$ cat config.mk
export PLATFORM = sky130hd
export DESIGN_NAME = layer_scroller
export DESIGN_NICKNAME = d
export VERILOG_FILES = /design/src/rtl/layer_scroller.sv
export SDC_FILE = /design/constraint.sdc
export NUM_CORES = 1
export LEC_CHECK = 0
export CAP_MARGIN = 15
export CORE_MARGIN = 2
export CORE_UTILIZATION = 61
export CTS_BUF_LIST = sky130_fd_sc_hd__clkbuf_2
export DETAILED_ROUTE_END_ITERATION = 8
export GPL_ROUTABILITY_DRIVEN = 1
export PLACE_DENSITY = 0.85
export SLEW_MARGIN = 20
export SYNTH_ARGS = -nofsm -noshare
export SYNTH_HDL_FRONTEND = slang
export SYNTH_SLANG_ARGS = --single-unit
$ cat constraint.sdc
create_clock -name pclk -period 11.5 [get_ports pclk]
set_clock_uncertainty 0.15 [all_clocks]
set_input_delay 2.3 -clock pclk [delete_from_list [all_inputs] [get_ports pclk]]
set_output_delay 2.3 -clock pclk [all_outputs]
set_load 0.1 [all_outputs]
$ cat src/rtl/layer_scroller.sv
// Scroll/regenerate controller for one draw_layer platform row: frame-tick ypos advance,
// wrap, and LFSR-driven block pattern. Build option SKY_BLOCKS_EN enables random sky blocks.
module layer_scroller #(
  parameter int unsigned INIT_YPOS  = 0,
  parameter int unsigned WRAP_YPOS  = 725,
  parameter logic [15:0] LFSR_SEED  = 16'hACE1,
  parameter int unsigned MIN_BLOCKS = 2
) (
  input  logic        pclk,
  input  logic        rst,
  input  logic        vsync_in,
  input  logic        enable,
  input  logic [2:0]  speed,
  output logic [0:6]  layer_map,
  output logic [0:6]  block_type,
  output logic [11:0] ypos,
  output logic        wrapped
);

  typedef enum logic [1:0] {
    ST_IDLE,
    ST_SCROLL,
    ST_REGEN
  } state_e;

  localparam logic [11:0] INIT12 = 12'(INIT_YPOS);
  localparam logic [12:0] WRAP13 = 13'(WRAP_YPOS);
  localparam logic [3:0]  MIN_B  = 4'(MIN_BLOCKS);
  localparam logic [0:6]  FALLBACK_MAP = 7'b0011100;

  state_e      state_q;
  logic [15:0] lfsr_q, lfsr_d;
  logic [2:0]  retry_q;
  logic        vsync_q;
  logic [11:0] ypos_q;
  logic [0:6]  map_q;
  logic        wrapped_q;
  logic        tick;
  logic [12:0] sum;
  logic [3:0]  pop;
  logic        fb;

`ifdef SKY_BLOCKS_EN
  logic [0:6]  type_q;
`endif

  always_comb begin
    tick = vsync_in & ~vsync_q;
    sum  = {1'b0, ypos_q} + 13'(speed);
    pop  = '0;
    for (int unsigned i = 0; i < 7; i++) begin
      pop = pop + 4'(lfsr_q[i]);
    end
    fb     = lfsr_q[0] ^ lfsr_q[2] ^ lfsr_q[3] ^ lfsr_q[5];
    lfsr_d = (lfsr_q == '0) ? LFSR_SEED : {fb, lfsr_q[15:1]};
  end

  always_ff @(posedge pclk) begin
    if (rst) begin
      state_q   <= ST_IDLE;
      lfsr_q    <= LFSR_SEED;
      retry_q   <= '0;
      vsync_q   <= 1'b0;
      ypos_q    <= INIT12;
      map_q     <= '1;
      wrapped_q <= 1'b0;
`ifdef SKY_BLOCKS_EN
      type_q    <= '0;
`endif
    end else begin
      vsync_q   <= vsync_in;
      lfsr_q    <= lfsr_d;
      wrapped_q <= 1'b0;
      case (state_q)
        ST_IDLE: begin
          if (enable) state_q <= ST_SCROLL;
        end
        ST_SCROLL: begin
          if (!enable) begin
            state_q <= ST_IDLE;
          end else if (tick) begin
            if (sum < WRAP13) begin
              ypos_q <= sum[11:0];
            end else begin
              ypos_q  <= 12'(sum - WRAP13);
              retry_q <= '0;
              state_q <= ST_REGEN;
            end
          end
        end
        ST_REGEN: begin
          // lfsr[6] lands in layer_map[0] because the map is declared [0:6]
          if (pop >= MIN_B) begin
            map_q     <= lfsr_q[6:0];
`ifdef SKY_BLOCKS_EN
            type_q    <= lfsr_q[13:7];
`endif
            wrapped_q <= 1'b1;
            state_q   <= ST_SCROLL;
          end else if (retry_q == 3'd7) begin
            map_q     <= FALLBACK_MAP;
`ifdef SKY_BLOCKS_EN
            type_q    <= '0;
`endif
            wrapped_q <= 1'b1;
            state_q   <= ST_SCROLL;
          end else begin
            retry_q <= retry_q + 3'd1;
          end
        end
        default: state_q <= ST_IDLE;
      endcase
    end
  end

  assign layer_map = map_q;
  assign ypos      = ypos_q;
  assign wrapped   = wrapped_q;
`ifdef SKY_BLOCKS_EN
  assign block_type = type_q;
`else
  assign block_type = '0;
`endif

endmodule

Yosys cells after proc, flatten, opt, wreduce, memory -nomap -nowiden
Index checks and enable logic that the tools add are counted.
{"block": "totals", "regBits": 42, "elab_cells": 64, "output_inout_bits": 27}
{"block": "classes", "bitwise_logic": 6, "n_reduce_logical": 10, "mux": 18, "n_lt_le_gt_ge": 2, "eq_ne": 12, "n_addsub": 9}
{"op": "16-bit zero test", "count": 1}
{"op": "3-bit 2-to-1 mux", "count": 5}
{"op": "7-bit 2-to-1 mux", "count": 2}
{"op": "12-bit by 3-bit adder with 13-bit output", "count": 1}
{"op": "13-bit by 10-bit < comparator with 1-bit output, second input constant", "count": 1}
{"op": "4-bit by 1-bit adder with 4-bit output", "count": 3}
{"op": "12-bit 2-to-1 mux", "count": 1}
{"op": "2-bit 2-to-1 mux", "count": 6}
{"op": "2-bit != test, second input constant", "count": 6}
{"op": "12-bit by 10-bit subtractor with 12-bit output, second input constant", "count": 1}
{"op": "3-bit != test, second input constant", "count": 3}
{"op": "2-bit one-hot mux with 3 select lines", "count": 1}
{"op": "3-bit one-hot mux with 2 select lines", "count": 1}
{"op": "6-bit AND reduction", "count": 1}
{"op": "3-bit by 1-bit adder with 4-bit output", "count": 1}
{"op": "4-bit by 2-bit >= comparator with 1-bit output, second input constant", "count": 1}
{"op": "4-bit AND reduction", "count": 1}
{"op": "2-bit nonzero test", "count": 2}
{"op": "2-bit OR reduction", "count": 2}
{"op": "2-bit by 1-bit adder with 3-bit output", "count": 1}
{"op": "3-bit by 1-bit adder with 3-bit output, second input constant", "count": 1}
{"op": "3-bit equality test, second input constant", "count": 1}
{"op": "3-bit AND reduction", "count": 1}
{"op": "1-bit XOR", "count": 3}
{"op": "other kinds (8)", "count": 10}

Longest topological paths before layout
{"block": "logic_depth", "ltp_word": 9, "depth_mapped": 12}

Worst setup path after synthesis
Ideal clock, no wire load.
{"block": "synth_timing", "path_kind": "in2reg", "startpoint": "input speed[0]", "endpoint": "register ypos_q[8], in the netlist ypos[8]", "cell_stages": 12, "path_buffers": 0, "slack_ns": 6.244, "setup_time_ns": 0.123, "arrival_time_ns": 4.983, "path_cell_list": "ha_1 > fa_1 > inv_1 > ha_1 > inv_1 > a211oi_1 > o21bai_1 > a311o_1 > and3_1 > or3_1 > a21oi_2 > mux2_1"}
{"block": "synth_via", "elab_chain_cells": 3}
{"element": "from (decl)", "line": "13", "text": "input logic [2:0] speed,"}
{"element": "12-bit by 3-bit adder with 13-bit output *", "line": "49", "text": "sum = {1'b0, ypos_q} + 13'(speed);"}
{"element": "12-bit by 10-bit subtractor with 12-bit output / 13-bit by 10-bit < comparator with 1-bit output (equally long branches)", "line": "85, 82"}
{"element": "12-bit 2-to-1 mux *", "line": "82", "text": "if (sum < WRAP13) begin"}
{"element": "to (signal assigned)", "line": "83", "text": "ypos_q <= sum[11:0];"}
{"element": "to (signal assigned)", "line": "85", "text": "ypos_q <= 12'(sum - WRAP13);"}
{"element": "to (decl)", "line": "35", "text": "logic [11:0] ypos_q;"}
Every way passes the cells marked *; elsewhere a longest branch is shown, timed or not.
A chain may end at the register's enable or synchronous reset.

Final worst setup path
{"block": "layout_timing", "startpoint": "input speed[0]", "endpoint": "register ypos_q[4], in the netlist ypos[4]"}
Same word-level chain as after synthesis.

==> impl_metrics.yaml <==
logic_synthesis:
  synth-edff-count: 0
  synth_cells: 280
  synthArstFlopShare: 0
  synth_top_flop_cell: "dfxtp_1"
  synth_commonest_cells: "dfxtp_1 (42), nand2_1 (22), nor2_1 (17)"
  netlist_area_sq_mm: 0.00250
  avgSynthCellArea_sq_um: 8.93
  yosysTopAreaCell: "dfxtp_1"
  ys_top_cells_by_area: "dfxtp_1 (34%), ha_1 (4.0%), nor2b_1 (4.0%)"
  synth_top_area_share: 0.336
  yosys_warnings: 0
  ys_seq_area_frac: 0.336
  synth.most_common_cell: "dfxtp_1"
  synth_cell_types: 63
  ys_ff_latch: 42
sta:
  drv_slew: 0
  maxSlewHeadroom: 0.338
  fmax_ghz: 0.177
  tightest_slew_ns: 0.990
  finalHoldViolations: 0
  setup_viol: 0
  period_needed_ns: 5.66
  finalSetupTns_ns: 0
  finalCritPeriodShare: 0.492
  rsz0062_at_grt: "false"
flow_run:
  drv_cap: 0
place:
  routabilityCongestion: 0.884
  place_hpwl_um: 3700
  io_buffers: 26
  dpl_cell_area_sq_mm: 0.00272
global_routing:
  antenna_found_initial: 0
  grt_usage: 0.238
  grt_max_degree: 40
  grt_overflow: 0
  grt_pass1_wl_um: 8350
  grt_pass1_vias: 1872
die:
  core_sq_mm: 0.00397
  die_y_um: 68.0
  die-area_sq_mm: 0.00463
  ioPinCount: 34
  fp.dieW_um: 68.0
  start_util: 0.630
  fp-row-count: 23
worst_setup_path:
  crit_type: "primary input to flip-flop"
  rrSetupSlack_ns: 7.78
  path_cells: "clkdlybuf4s50_1 > ha_1 > fa_1 > a21oi_2 > nor3_2 > xnor2_1 > nand2_1 > a31oi_2 > o21ai_2 > a211oi_2 > mux2_1"
  crit_path_max_incr_delay_ns: 0.65
  cp_top_family: "compound AO/OA/AOI/OAI gates"
  required_ns: 11.69
  crit_path_start_kind: "primary input"
  worst_setup_path_end_kind: "flip-flop"
  slowest_stage: "a31oi_2"
  crit_arrival_ns: 5.86
  crit_fanout: 14
  critPathBufInv: 1
clocking:
  clkTransAtPathRegs_ns: 0.21
  cts_setup_buffers: 0
  cts.sinks: 42
  cts_resized: 0
  cts-buffers-inserted: 5
  cts_hold_buf: 0
  tritoncts: "done"
  root_buffer: "clkbuf_2"
  cts.path.max_buffers: 2
  h-tree-depth: 2
  worstSkewPairLatency_ns: 0.42
layout:
  drive_above_1_share: 0.0797
  fill_cells: 337
  final_cell_area_sq_mm: 0.00276
  antenna_cells: 0
  syn_to_final_growth_pct: 10.5
  final_nets: 319
routing:
  wl_met1_um: 2370
  top_layer: "met4"
  dr_wl_met2_um: 2490
  routed_via_density: 5.85
  drcViolationCount: 0
  first_iter_violations: 134
  wl_met3_um: 236
  drtAntennaViolNets: 0
  post_drt_wl_per_cell_um: 14.7
  wirelength_um: 5170
  dr_total_vias: 2054
  dr.pass1.iters: 4
status:
  status: "finished, final reports clean"
pwr:
  power_density_mw_per_mm2: 92.3
  finalPower_uw: 255
  ir_drop_uv: 74.3
  p_leak_uw: 0.00103
hold_path:
  hold_path.class: "flip-flop to flip-flop"
## path summary, 6_finish.rpt
path                                            from                    to  cells after the start
worst max-delay path                        speed[0]  ypos[4]$_SDFFE_PP0P_                     11
worst min register to register  lfsr_q[8]$_SDFF_PP0_  lfsr_q[7]$_SDFF_PP1_                      1
worst min-delay path            lfsr_q[8]$_SDFF_PP0_  lfsr_q[7]$_SDFF_PP1_                      1
worst max register to register  ypos[0]$_SDFFE_PP0P_  ypos[4]$_SDFFE_PP0P_                     10
## worst register-to-register path: stages, from the launching register on
cell      delay (ns)
dfxtp_1         0.37
ha_1            0.25
fa_1            0.50
a21oi_2         0.38
nor3_2          0.12
xnor2_1         0.33
nand2_1         0.23
a31oi_2         0.65
o21ai_2         0.10
a211oi_2        0.24
mux2_1          0.33
## cell usage in the layout, fill, tap and decap left out, types with 3 or more instances in the layout
master           count
nor4b_1              3
nor4_1               4
nand3b_1             3
o21ai_0              3
nor3_1               5
inv_1               11
nand3_1              8
o21ai_1              7
nor2_1              17
a311oi_1             3
a221o_1              4
or3_1                4
nand2_1             22
nand2b_1            12
clkbuf_2             6
clkdlybuf4s50_1     26
ha_1                 8
xnor2_1              5
a21oi_1             14
dfxtp_1             42
xor2_1               6
conb_1               7
mux2i_1              3
nor2b_1             16
and2_1               3
o22ai_1              6
fa_1                 4
mux2_1               6
## power breakdown
group          leakage, uW  internal, uW  total, uW  switching [uW]
sequential        0.000344           150        154            3.37
clock            0.0000304          14.9       62.2            47.2
combinational     0.000657          12.1       39.3            27.2
## flip-flops by register name (all words and copies together) (netlist names)
register and flops:
vsync_q 1, lfsr_q 16, layer_map 7, ypos 12, state_q 2, retry_q 3, wrapped 1
## routing by layer
| layer | track usage | vias up |
|---|---|---|
| met5 | 0 | - |
| met4 | 0.0650 | 0 |
| met3 | 0.0559 | 8 |
| met2 | 0.405 | 47 |
| met1 | 0.301 | 981 |
| li1 | - | 1018 |
## per-stage QoR
stage | cells | hold WS [ns] | util | setup slack, ns
6_report | 351 | 0.301 | 0.696 | 5.84
5_1_grt | 351 | 0.348 | 0.696 | 5.58
4_1_cts | 351 | 0.316 | 0.696 | 5.84
3_5_place_dp | 343 | 0.282 | 0.686 | 5.39
3_3_place_gp | 343 | 0.274 | 0.686 | 5.54
2_1_floorplan | 286 | 0.262 | - | 6.24
## area by class of cell
| class | count | area [sq um] | share of cell area |
|---|---|---|---|
| clock buffers | 6 | 30.0 | 0.0109 |
| clock inverters | 2 | 8.76 | 0.00317 |
| inverters | 11 | 41.3 | 0.0149 |
| multi-input cells | 213 | 1510 | 0.547 |
| flip-flops and latches | 42 | 841 | 0.304 |
| well taps | 50 | 62.6 | 0.0226 |
| repair buffers | 27 | 268 | 0.0969 |
## kinds of logic (layout without fill, tap and decap cells)
logic type	after synthesis	in the layout	synth area share
compound gates	63	63	0.192
mux	9	9	0.0390
other cells	1	7	0.00150
xor+xnor	11	11	0.0385
flops	42	42	0.336
buf+inv	31	46	0.0685
simple gates	111	111	0.253
fa+ha+maj	12	12	0.0720
(Power assumes the default switching activity.)
